===== src/rtl/div_pkg.sv =====
// Shared constants and state encoding for the multi-cycle divider.
// Imported by the EX stage and the divider itself.
package div_pkg;

  localparam logic [1:0] DIV_IDLE   = 2'd0;
  localparam logic [1:0] DIV_BYZERO = 2'd1;
  localparam logic [1:0] DIV_ON     = 2'd2;
  localparam logic [1:0] DIV_END    = 2'd3;

  localparam int DIV_DEFAULT_WIDTH = 32;

  localparam logic DIV_START = 1'b1;
  localparam logic DIV_STOP  = 1'b0;

  typedef enum logic [1:0] {
    S_IDLE   = DIV_IDLE,
    S_BYZERO = DIV_BYZERO,
    S_ON     = DIV_ON,
    S_END    = DIV_END
  } div_state_e;

endpackage


===== src/rtl/div_step.sv =====
// One restoring division iteration on an already shifted
// partial remainder; purely combinational.
module div_step
  import div_pkg::*;
#(
  parameter int WIDTH = DIV_DEFAULT_WIDTH
) (
  input  logic [WIDTH:0]   rem_i,
  input  logic [WIDTH-1:0] divisor_i,
  output logic [WIDTH-1:0] rem_o,
  output logic             q_o
);

  logic [WIDTH:0] diff;

  // Top bit of the difference is the borrow.
  assign diff  = rem_i - {1'b0, divisor_i};
  assign q_o   = ~diff[WIDTH];
  assign rem_o = q_o ? diff[WIDTH-1:0] : rem_i[WIDTH-1:0];

endmodule


===== src/rtl/div_unit.sv =====
// Multi-cycle restoring divider for DIV/DIVU.
// result_o = {remainder, quotient}.
module div_unit
  import div_pkg::*;
#(
  parameter int WIDTH = DIV_DEFAULT_WIDTH
) (
  input  logic               clk,
  input  logic               rst,
  input  logic               signed_div_i,
  input  logic [WIDTH-1:0]   opdata1_i,
  input  logic [WIDTH-1:0]   opdata2_i,
  input  logic               start_i,
  input  logic               annul_i,
  output logic [2*WIDTH-1:0] result_o,
  output logic               ready_o,
  output logic               busy_o
);

  localparam int CW = $clog2(WIDTH + 1);
  localparam logic [CW-1:0] CNT_LAST = CW'(WIDTH);

  div_state_e state, state_nx;

  logic [CW-1:0]    cnt;
  logic             sdiv;
  logic             neg_a;
  logic             neg_b;
  logic [WIDTH-1:0] quo;
  logic [WIDTH-1:0] divisor;
  logic [WIDTH-1:0] rem;
  logic [WIDTH-1:0] rem_nx;
  logic             q_bit;
  logic [WIDTH-1:0] op1_abs;
  logic [WIDTH-1:0] op2_abs;
  logic [WIDTH-1:0] quo_fix;
  logic [WIDTH-1:0] rem_fix;
  logic             done;
  logic             accept;

  assign done   = (cnt == CNT_LAST);
  assign accept = start_i && !annul_i;
  assign busy_o = (state == S_BYZERO) || (state == S_ON);

  assign op1_abs = (signed_div_i && opdata1_i[WIDTH-1])
                 ? -opdata1_i : opdata1_i;
  assign op2_abs = (signed_div_i && opdata2_i[WIDTH-1])
                 ? -opdata2_i : opdata2_i;

  assign quo_fix = (sdiv && (neg_a ^ neg_b)) ? -quo : quo;
  assign rem_fix = (sdiv && neg_a) ? -rem : rem;

  // quo starts as the dividend; its MSB feeds the remainder
  // while quotient bits shift in at the bottom.
  div_step #(.WIDTH(WIDTH)) u_step (
    .rem_i     ({rem, quo[WIDTH-1]}),
    .divisor_i (divisor),
    .rem_o     (rem_nx),
    .q_o       (q_bit)
  );

  always_ff @(posedge clk) begin
    if (rst) state <= S_IDLE;
    else     state <= state_nx;
  end

  always_comb begin
    state_nx = state;
    unique case (state)
      S_IDLE: begin
        if (accept)
          state_nx = (opdata2_i == '0) ? S_BYZERO : S_ON;
      end
      S_BYZERO: state_nx = annul_i ? S_IDLE : S_END;
      S_ON: begin
        if (annul_i)   state_nx = S_IDLE;
        else if (done) state_nx = S_END;
      end
      S_END: begin
        if (!start_i) state_nx = S_IDLE;
      end
      default: state_nx = S_IDLE;
    endcase
  end

  always_ff @(posedge clk) begin
    if (rst) begin
      cnt      <= '0;
      sdiv     <= 1'b0;
      neg_a    <= 1'b0;
      neg_b    <= 1'b0;
      quo      <= '0;
      divisor  <= '0;
      rem      <= '0;
      result_o <= '0;
      ready_o  <= 1'b0;
    end else begin
      unique case (state)
        S_IDLE: begin
          ready_o  <= 1'b0;
          result_o <= '0;
          if (accept && opdata2_i != '0) begin
            sdiv    <= signed_div_i;
            neg_a   <= signed_div_i & opdata1_i[WIDTH-1];
            neg_b   <= signed_div_i & opdata2_i[WIDTH-1];
            quo     <= op1_abs;
            divisor <= op2_abs;
            rem     <= '0;
            cnt     <= '0;
          end
        end
        S_BYZERO: begin
          if (!annul_i) begin
            result_o <= '0;
            ready_o  <= 1'b1;
          end
        end
        S_ON: begin
          if (!annul_i) begin
            if (done) begin
              result_o <= {rem_fix, quo_fix};
              ready_o  <= 1'b1;
            end else begin
              rem <= rem_nx;
              quo <= {quo[WIDTH-2:0], q_bit};
              cnt <= cnt + 1'b1;
            end
          end
        end
        S_END: begin
          if (!start_i) begin
            ready_o  <= 1'b0;
            result_o <= '0;
          end
        end
        default: begin
          ready_o  <= 1'b0;
          result_o <= '0;
        end
      endcase
    end
  end

endmodule


===== config.mk =====
export PLATFORM = sky130hd
export DESIGN_NAME = div_unit
export DESIGN_NICKNAME = d
export VERILOG_FILES = /design/src/rtl/div_pkg.sv /design/src/rtl/div_step.sv /design/src/rtl/div_unit.sv
export SDC_FILE = /design/constraint.sdc
export NUM_CORES = 1
export LEC_CHECK = 0
export BUFFER_PORTS_ARGS = -buffer_cell sky130_fd_sc_hd__buf_2
export CORE_ASPECT_RATIO = 1.2
export CORE_MARGIN = 1.5
export CORE_UTILIZATION = 59
export CTS_CLUSTER_SIZE = 12
export DETAILED_ROUTE_END_ITERATION = 12
export GPL_ROUTABILITY_DRIVEN = 0
export PLACE_DENSITY = 0.81
export REMOVE_ABC_BUFFERS = 1
export SYNTH_ARGS = -nofsm -noshare
export SYNTH_HDL_FRONTEND = slang
export SYNTH_SLANG_ARGS = --single-unit

===== constraint.sdc =====
create_clock -name clk -period 3.72 [get_ports clk]
set_input_delay 0 -clock clk [delete_from_list [all_inputs] [get_ports clk]]
set_output_delay 0 -clock clk [all_outputs]
set_load 0.01 [all_outputs]

==> results.md, run 1 <==
* Total Negative Setup Slacks at 0 ns
* Routed length per placed instance at 16.32 um
* Worst-case reg-to-reg path depth at 11
* Max Slew Vio Count at 0
* WP data arrival at around 3.6 ns
* Number of instances in the synthesized netlist at about 1,400
* Reg-to-reg critical path startpoint: rem[1]
* Count of state elements after synthesis at between 150 and 200
* Root Buffer Master: clkbuf_16
* Number of violations reported at the end of detailed-routing iteration 0 at around 900
* Die span in x at approximately 130 um
* Count of endpoints failing hold in the final timing report at 0
* Yosys warning count at 0
* Worst hold path depth at 4
* H-tree depth reported by CTS at 4
* Via-per-instance ratio at between 5 and 6
* Maximum clock frequency at ~0.30 GHz
* Global-route wire length before repair at between 40,000 and 50,000 um
* Maxcap violations at 0
* Source-to-sink clock delay at the later pin of the worst-skew pair at ~0.44 ns
* Transition time at the pin with the least slew margin at slightly above 0.9 ns
* Total grt overflow at 0
* Storage cell area at around 0.0034 mm2
* Number of distinct library cells after synthesis at 76
* Standard-cell row count at 54
* Maximum number of pins on one net before global-route repair at between 60 and 70
* TritonCTS clock tree: yes
* Net total in the final layout at approximately 1,700
* Syn Area/Cell at 7.690 um2
* Static Leakage at 0.005473 uW
* Setup slack on the worst flop-to-flop path at approximately 0.4 ns
* Cells resized by post-CTS repair at 0
* Data required time at the worst endpoint at 4.04 ns
* Number of antenna violations at the first check in global routing at 0
* Largest buffer count on any clock path at 2
* P&R area growth vs syn at 15.62%
* Placed Cells at between 1,500 and 2,000
* Multi-input gate area in the final layout at 0.006978 mm2
* Result of the run: finished clean
* DP HPWL at 20,860 um
* Final hold slack at 0.01706 ns
* Hold buffer count at CTS at 37
* Effective utilization at floorplan at 60.29%
* End of the worst register-to-register path: rem[3]
* Setup Buffers After CTS at 0
* Post-route DRC violation count at 0
* Final wirelength at 29,120 um
* Layout cell share with drive strength beyond 1 at about an eighth
* Areal power density over the cells at 555.0 mW/mm2
* Die outline height at between 150 and 200 um
* First element of the critical path: rem[1]
* Final setup vio count at 0
* Total power consumption of the routed design at between 7000 and 8000 uW
* Worst setup path endpoint: rem[3]
* Post-route antenna net violation count at 0
* Core area at approximately 0.018 mm2
* Tcrit/Tclk final at 89.20%
* Worst-path clk slew at about 0.070 ns
* Iteration count of the initial detailed-routing pass at 6
* CTS Buf Count at 17
* Post-layout minimum cycle time at about 3.3 ns
* FFs w/ async S/R, synth at 0%
* GR Util All Layers at 30.19%
* Number of flops mapped to enable cells by yosys at 0
* Worst slew margin relative to its limit at between 30% and 40%
* Number of buffers added on ports at approximately 130
* Routed via count at around 11,000
* Top-level port count at roughly 140
* Synth Cell Area at ~0.011 mm2
* Share of the yosys chip area belonging to registers at a little under a third
* Num Clock Sinks at about 170
* Critical path startpoint category: flop
* Kind of end point of the critical path: flop
* Number of global-route vias before repair at ~10,000
* Filler Cell Count at 1,475
* Final cell count without fillers at 1,784
* Diode insertion count for antenna repair at 0
* Class of the tightest hold or removal check: input port to flop
* Startpoint-to-endpoint class of the critical path: flop to flop
* Final setup skew at approximately 0.0074 ns
* Most instantiated flip-flop cell in the synthesis netlist: dfxtp_1
* Peak supply drop at ~0.45 mV
* Die area at between 0.015 and 0.02 mm2
* Setup repair after global routing missed its margin: false
* Biggest fanout along the worst timing path at 19
[state kept, by name, summed over array words and instances (netlist names)]
register,cells
state,2
neg_b,1
cnt,6
neg_a,1
ready_o,1
quo,32
sdiv,1
divisor,32
rem,32
result_o,64
[worst max-delay path, stage by stage, from the launching register on]
cell      delay (ns)
dfxtp_1         0.43
ha_1            0.32
nor2b_1         0.17
o31a_1          0.30
o211ai_1        0.34
nor3_1          0.09
nor2_1          0.35
o31ai_4         0.12
xnor2_4         0.51
buf_12          0.26
mux2i_1         0.22
o21ai_1         0.08
[worst min path at each step]
stage,start,end,slack (ns)
floorplan,rst,divisor[0],0.07
global placement,opdata2_i[31],divisor[31],0.30
detailed placement,opdata2_i[31],divisor[31],0.31
CTS,opdata1_i[8],quo[8],0.004
global route,opdata1_i[29],quo[29],0.03
finish,opdata1_i[3],quo[3],0.02
[layer usage]
layer  global-route usage [%]  wire (um)  vias to the layer above
met4                    14.07        986                        0
met3                    3.862       1461                       68
li1                         -          -                     5294
met1                    36.46      12350                     4982
met5                        0          0                        -
met2                    52.87      14320                      328
[Yosys cell counts, drive strengths merged, types with 4 or more instances]
master / instances / share of area [%]
a211oi: 38 / 2.6
a21o: 5 / 0.35
a21oi: 124 / 5.7
a22o: 18 / 1.4
a22oi: 37 / 2.5
a31oi: 7 / 0.40
a32oi: 6 / 0.48
and2: 10 / 0.58
and3: 10 / 0.57
buf: 22 / 1.0
clkbuf: 59 / 2.0
dfxtp: 172 / 31
ha: 42 / 4.8
inv: 58 / 2.0
mux2i: 28 / 2.6
nand2: 167 / 5.7
nand2b: 10 / 0.57
nand3: 35 / 1.6
nand4: 12 / 0.69
nor2: 167 / 5.7
nor2b: 4 / 0.25
nor3: 28 / 1.3
nor4: 19 / 1.4
o211ai: 7 / 0.53
o21a: 7 / 0.48
o21ai: 96 / 4.4
o21bai: 4 / 0.27
o31ai: 14 / 1.2
o41ai: 7 / 0.56
or2: 4 / 0.23
or3: 13 / 0.74
or4: 11 / 0.82
xnor2: 65 / 5.3
xor2: 81 / 6.5
[placed cells by master (no fill, tap or decap), types with 14 or more instances in the layout]
cell | Yosys | final
o21ai_0 | 56 | 56
dfxtp_1 | 172 | 172
a22oi_1 | 37 | 37
nand2_1 | 167 | 167
ha_1 | 42 | 41
buf_2 | 17 | 133
a22o_1 | 18 | 18
nor4_1 | 14 | 14
nor2_1 | 166 | 166
xor2_1 | 81 | 81
nand3_1 | 35 | 35
nor3_1 | 27 | 27
a211oi_1 | 38 | 38
o21ai_1 | 40 | 40
mux2i_1 | 28 | 28
clkbuf_16 | 0 | 17
dlygate4sd3_1 | 0 | 37
xnor2_1 | 64 | 64
a21oi_1 | 122 | 122
inv_1 | 58 | 58
[through the flow]
stage | setup WS, ns | instance area (um2) | utilization, %
after floorplan | 0.08160 | 10630 | -
after global routing | 0.1302 | 12670 | 69.71
after global placement | 0.5705 | 11700 | 64.39
after CTS | 0.3903 | 12670 | 69.71
after detailed placement | 0.4225 | 11700 | 64.39
final | 0.4019 | 12670 | 69.71
[final cells by class]
type	count	share of cell area [%]
clock inverter	13	1.136
multi-input combinational	1114	55.08
inverter	58	1.718
timing repair buffer	184	9.105
clock buffer	19	3.575
tap	224	2.212
sequential	172	27.18
[power by group]
part | switching (uW) | internal, uW
registers | 198 | 2040
logic | 1850 | 1120
clock network | 835 | 989
[cell families after synthesis]
family | Yosys count | share of synthesized area, %
AO/OA/AOI/OAI | 399 | 23.38
XOR/XNOR | 146 | 11.74
adder cells (fa/ha/maj) | 43 | 4.978
buffers and inverters | 139 | 5.024
flip-flops | 172 | 31.42
multiplexers | 28 | 2.558
AND/OR/NAND/NOR | 498 | 20.90
Note: power is estimated with default switching activity, not from simulation.
==> run 2: changes to the inputs <==
--- a/config.mk
+++ b/config.mk
@@ -12,6 +12,7 @@
 export CTS_CLUSTER_SIZE = 12
 export DETAILED_ROUTE_END_ITERATION = 12
 export GPL_ROUTABILITY_DRIVEN = 0
+export HOLD_SLACK_MARGIN = 0.03
 export PLACE_DENSITY = 0.81
 export REMOVE_ABC_BUFFERS = 1
 export SYNTH_ARGS = -nofsm -noshare
==> results.md, run 2 (synthesis gave the netlist of run 1 again) <==
* Effective utilization at floorplan at 60.29% (unchanged)
* Data required time at the worst endpoint at 4.04 ns (about the same)
* Class of the tightest hold or removal check: input port to flop
* Top library cells by usage in the layout, fill and taps aside: 172 x dfxtp_1, 167 x nand2_1, 166 x nor2_1
* Biggest register: result_o
* GR Util All Layers at 30.24% (+0.052 points)
* Top-level port count at 135 (unchanged)
* Routed via count at 10,680 (+0.047%)
* DP HPWL at 20,860 um (unchanged)
* Number of buffers added on ports at 134 (unchanged)
* Setup slack after placement at 0.4225 ns (unchanged)
* CTS Buf Count at 17 (unchanged)
* Tcrit/Tclk final at 89.41% (+0.21 points)
* Net total in the final layout at 1,668 (+0.54%)
* Worst-path clk slew at 0.08 ns (about the same)
* Total Negative Setup Slacks at 0 ns (unchanged)
* Areal power density over the cells at 551.7 mW/mm2 (-0.59%)
* Total grt overflow at 0 (unchanged)
* Setup repair after global routing missed its margin: false
* Final wirelength at 29,210 um (+0.31%)
* Placed cell area at 0.01170 mm2 (unchanged)
* Leading cell type in the layout, fill and taps excluded: dfxtp_1
* Static Leakage at 0.005510 uW (+0.69%)
* Count of endpoints failing hold in the final timing report at 0 (unchanged)
* Final setup skew at 0.009736 ns (+0.002307 ns)
* P&R area growth vs syn at 16.44%
* Final critical-path setup slack at 0.3939 ns (-0.007962 ns)
* Die span in x at 127.4 um (unchanged)
* Global-route wire length before repair at 48,380 um (+0.18%)
* Maximum number of pins on one net before global-route repair at 67 (unchanged)
* Kind of end point of the critical path: flop
* Via-per-instance ratio at 5.955 (-0.46%)
* Post-route antenna net violation count at 0 (unchanged)
* Maximum clock frequency at 0.3007 GHz (-0.24%)
* Post-route standard cell area excluding fillers at 0.01276 mm2 (+0.71%)
* Post-route DRC violation count at 0 (unchanged)
* Result of the run: finished clean
* Number of violations reported at the end of detailed-routing iteration 0 at 919 (+2.3%)
* Core area at 0.01817 mm2 (unchanged)
* Root Buffer Master: clkbuf_16
* Maxcap violations at 0 (unchanged)
* Diode insertion count for antenna repair at 0 (unchanged)
* Num Clock Sinks at 172 (unchanged)
* Max FFs per register at 64 (unchanged)
* Startpoint-to-endpoint class of the critical path: flop to flop
* Standard-cell row count at 54 (unchanged)
* TritonCTS clock tree: yes
* Setup Buffers After CTS at 0 (unchanged)
* Worst slew margin relative to its limit at 38.98% (+1.5 points)
* H-tree depth reported by CTS at 4 (unchanged)
* Peak supply drop at 0.4523 mV (-0.45%)
* Die outline height at 152.3 um (unchanged)
* Routed length per placed instance at 16.29 um (-0.20%)
* Iteration count of the initial detailed-routing pass at 5 (-1)
* Largest buffer count on any clock path at 2 (unchanged)
* Max Slew Vio Count at 0 (unchanged)
* Number of antenna violations at the first check in global routing at 0 (unchanged)
* Fraction of the core area covered by cells at the end of the flow at 70.21% (+0.50 points)
* Die area at 0.01940 mm2 (unchanged)
* Post-layout minimum cycle time at 3.326 ns (+0.007962 ns)
* Biggest fanout along the worst timing path at 19 (unchanged)
* WP data arrival at 3.65 ns (about the same)
* Number of global-route vias before repair at 10,270 (+0.13%)
* Transition time at the pin with the least slew margin at 0.9119 ns (-0.02267 ns)
* Total power consumption of the routed design at 7040 uW (+0.12%)
* Final setup vio count at 0 (unchanged)
* Critical path startpoint category: flop
* Source-to-sink clock delay at the later pin of the worst-skew pair at 0.44 ns (about the same)
* Layout cell share with drive strength beyond 1 at 13.07% (-0.075 points)
-- run 2: timing repair --
item                                    in CTS  in global routing
resized for setup                            0                  0
hold buffers                                46                  0
endpoints found under the setup margin       0                  0
hold endpoints to repair                    47                  0
-- run 2: worst paths after layout --
| path | from | endpoint | slack (ns) | cells past startpoint |
|---|---|---|---|---|
| hold / removal | rst | quo[25] | 0.04 | 2 |
| hold reg to reg | result_o[2] | result_o[2] | 0.45 | 2 |
| setup / recovery | rem[1] | rem[3] | 0.39 | 11 |
| setup reg to reg | rem[1] | rem[3] | 0.39 | 11 |
-- run 2: critical path: stages (launching register included) --
cell      delay (ns)
dfxtp_1         0.43
ha_1            0.32
nor2b_1         0.16
o31a_1          0.30
o211ai_1        0.34
nor3_1          0.09
nor2_1          0.35
o31ai_4         0.12
xnor2_4         0.51
buf_12          0.26
mux2i_1         0.22
o21ai_1         0.08
-- run 2: where the power goes --
| part | internal, uW | switching (uW) | total (uW) |
|---|---|---|---|
| clock | 989 | 834 | 1820 |
| combinational | 1130 | 1850 | 2970 |
| sequential | 2040 | 200 | 2240 |
-- run 2: layout make-up --
type / instances / area (um2)
multi-input cells: 1114 / 6978
inverters: 58 / 217.7
fillers: 1464 / 5415
clock buffers: 19 / 452.9
repair buffers: 193 / 1244
well taps: 224 / 280.3
flip-flops and latches: 172 / 3443
clock inverters: 13 / 143.9
-- run 2: through the flow --
stage / hold slack, ns / cells
5_1_grt: 0.06136 / 1793
6_report: 0.03669 / 1793
3_5_place_dp: 0.3060 / 1715
3_3_place_gp: 0.2980 / 1715
2_1_floorplan: 0.06907 / 1344
4_1_cts: 0.03021 / 1793
-- run 2: layer usage --
metal | up-vias | routed length (um) | track usage, %
met4 | 0 | 977 | 14.07
met3 | 67 | 1514 | 3.827
li1 | 5310 | - | -
met5 | - | 0 | 0
met2 | 366 | 14350 | 53.02
met1 | 4934 | 12360 | 36.50
==> run 3: changes to the inputs <==
--- a/config.mk
+++ b/config.mk
@@ -8,12 +8,12 @@
 export BUFFER_PORTS_ARGS = -buffer_cell sky130_fd_sc_hd__buf_2
 export CORE_ASPECT_RATIO = 1.2
 export CORE_MARGIN = 1.5
-export CORE_UTILIZATION = 59
+export CORE_UTILIZATION = 50
 export CTS_CLUSTER_SIZE = 12
 export DETAILED_ROUTE_END_ITERATION = 12
 export GPL_ROUTABILITY_DRIVEN = 0
 export HOLD_SLACK_MARGIN = 0.03
-export PLACE_DENSITY = 0.81
+export PLACE_DENSITY = 0.7
 export REMOVE_ABC_BUFFERS = 1
 export SYNTH_ARGS = -nofsm -noshare
 export SYNTH_HDL_FRONTEND = slang
==> results.md, run 3 (synthesis gave the netlist of run 1 again) <==
* Final setup skew at 0.01253 ns (+0.002793 ns)
* Total grt overflow at 0 (unchanged)
* Peak supply drop at 0.3656 mV (-19%)
* Setup slack on the worst flop-to-flop path at 0.39 ns (about the same)
* Die outline height at 165.2 um (+8.5%)
* Source-to-sink clock delay at the later pin of the worst-skew pair at 0.44 ns (about the same)
* Kind of end point of the critical path: flop
* HP Start: opdata1_i[3]
* Class of the tightest hold or removal check: input port to flop
* Worst-case reg-to-reg path depth at 13 (+2)
* Master of the slowest instance on the critical path: or4b_1
* CTS Buf Count at 17 (unchanged)
* Areal power density over the cells at 545.5 mW/mm2 (-1.1%)
* Die area at 0.02282 mm2 (+18%)
* DP HPWL at 21,560 um (+3.4%)
* Critical path startpoint category: flop
* Number of buffers added on ports at 134 (unchanged)
* Core area at 0.02163 mm2 (+19%)
* Final wirelength at 29,690 um (+1.6%)
* Root Buffer Master: clkbuf_16
* Startpoint-to-endpoint class of the critical path: flop to flop
* Worst slew margin relative to its limit at 21.47% (-18 points)
* Post-route antenna net violation count at 0 (unchanged)
* Delay of the slowest critical-path stage at 0.51 ns (about the same)
* Setup repair after global routing missed its margin: false
* Post-route standard cell area excluding fillers at 0.01285 mm2 (+0.70%)
* End of the worst register-to-register path: rem[31]
* Top library cells by usage in the layout, fill and taps aside: 172 x dfxtp_1, 166 x nand2_1, 166 x nor2_1
* Effective utilization at floorplan at 50.66% (-9.6 points)
* Worst-path clk slew at 0.07 ns (about the same)
* P&R area growth vs syn at 17.25%
* Cells resized by post-CTS repair at 0 (unchanged)
* Standard-cell row count at 59 (+9.3%)
* Hold buffer count at CTS at 47 (+2.2%)
* Top delay family on crit path: simple AND/OR/NAND/NOR gates
* Maximum number of pins on one net before global-route repair at 68 (+1.5%)
* Total Negative Setup Slacks at 0 ns (unchanged)
* Fraction of the core area covered by cells at the end of the flow at 59.40% (-11 points)
* Global-route wire length before repair at 48,470 um (+0.20%)
* Net total in the final layout at 1,673 (+0.30%)
* Tcrit/Tclk final at 89.46% (about the same)
* Max Slew Vio Count at 0 (unchanged)
* Biggest fanout along the worst timing path at 16 (-3)
* Number of violations reported at the end of detailed-routing iteration 0 at 602 (-34%)
* Data required time at the worst endpoint at 4.10 ns (+0.06 ns)
* Transition time at the pin with the least slew margin at 1.178 ns (+0.2660 ns)
* Diode insertion count for antenna repair at 0 (unchanged)
* Routed length per placed instance at 16.06 um (-1.4%)
* Final setup vio count at 0 (unchanged)
* Setup Buffers After CTS at 0 (unchanged)
* Result of the run: finished clean
* Number of global-route vias before repair at 10,070 (-1.9%)
* Buffers plus inverters on the worst setup path at 2 (+1)
* Post-route DRC violation count at 0 (unchanged)
* Iteration count of the initial detailed-routing pass at 5 (unchanged)
* Worst hold path depth at 4 (+2)
* Leading cell type in the layout, fill and taps excluded: dfxtp_1
* Static Leakage at 0.005526 uW (+0.28%)
* Routed via count at 10,640 (-0.35%)
* Biggest register: result_o
* GR Util All Layers at 25.86% (-4.4 points)
* Die span in x at 138.1 um (+8.4%)
* Max FFs per register at 64 (unchanged)
* Terminating pin of the worst hold path: quo[3]
* Top-level port count at 135 (unchanged)
* Via-per-instance ratio at 5.758 (-3.3%)
* H-tree depth reported by CTS at 4 (unchanged)
* Maximum clock frequency at 0.3005 GHz (about the same)
* Maxcap violations at 0 (unchanged)
* List of cells traversed by the critical path: inv_1 > ha_1 > fa_1 > nor2b_1 > o31a_1 > o211ai_1 > nor3_1 > nor2_1 > o31ai_4 > xnor2_4 > buf_4 > or4b_1 > nand3_1
* Largest buffer count on any clock path at 2 (unchanged)
* Number of antenna violations at the first check in global routing at 0 (unchanged)
* Num Clock Sinks at 172 (unchanged)
* Placed cell area at 0.01180 mm2 (+0.81%)
* Count of endpoints failing hold in the final timing report at 0 (unchanged)
* Layout cell share with drive strength beyond 1 at 13.41% (+0.34 points)
* Post-layout minimum cycle time at 3.328 ns (+0.001945 ns)
* WP data arrival at 3.71 ns (+0.06 ns)
* TritonCTS clock tree: yes
* Reg-to-reg critical path startpoint: quo[31]
* Final hold slack at 0.03732 ns (+0.0006346 ns)
==> run 3: how the worst max path moves through the flow <==
| stage | from | to | cells past startpoint |
|---|---|---|---|
| final | quo[31] | rem[31] | 13 |
| after CTS | quo[31] | rem[31] | 13 |
| after global routing | quo[31] | rem[31] | 13 |
| after global placement | quo[31] | rem[31] | 13 |
| after floorplan | state[0] | result_o[29] | 8 |
| after detailed placement | quo[31] | rem[31] | 13 |
==> run 3: layout make-up <==
type / instances / area (um2)
clock buffers: 18 / 439.2
clock inverters: 14 / 141.4
fillers: 1961 / 8781
inverters: 58 / 217.7
multi-input cells: 1114 / 6980
flip-flops and latches: 172 / 3443
well taps: 274 / 342.8
repair buffers: 198 / 1284
==> run 3: layer usage <==
layer,GRT usage (%),wire length [um],up-vias
li1,-,-,5311
met1,30.83,12970,4952
met2,46.22,14350,316
met3,4.239,1384,61
met4,11.00,986,0
met5,0,0,-
==> run 3: metrics by stage <==
stage / instances / total power (uW) / setup WS (ns)
3_5_place_dp: 1769 / 5206 / 0.4680
6_report: 1848 / 7009 / 0.3920
4_1_cts: 1848 / 7016 / 0.4305
2_1_floorplan: 1344 / 4348 / 0.08160
5_1_grt: 1848 / 7466 / 0.2219
3_3_place_gp: 1769 / 5176 / 0.5434
==> run 3: worst reg2reg max path, stage by stage (launching register included) <==
cell and delay, ns:
dfxtp_1 0.34, inv_1 0.09, ha_1 0.24, fa_1 0.41, nor2b_1 0.17, o31a_1 0.24, o211ai_1 0.20, nor3_1 0.24
nor2_1 0.13, o31ai_4 0.28, xnor2_4 0.11, buf_4 0.23, or4b_1 0.52, nand3_1 0.09
==> run 3: report_power, final <==
group / switching (uW) / internal, uW / leakage (uW) / total (uW)
clock: 853 / 913 / 0.000285 / 1770
sequential: 194 / 2040 / 0.00139 / 2240
combinational: 1860 / 1140 / 0.00385 / 3010
total: 2910 / 4100 / 0.00553 / 7010
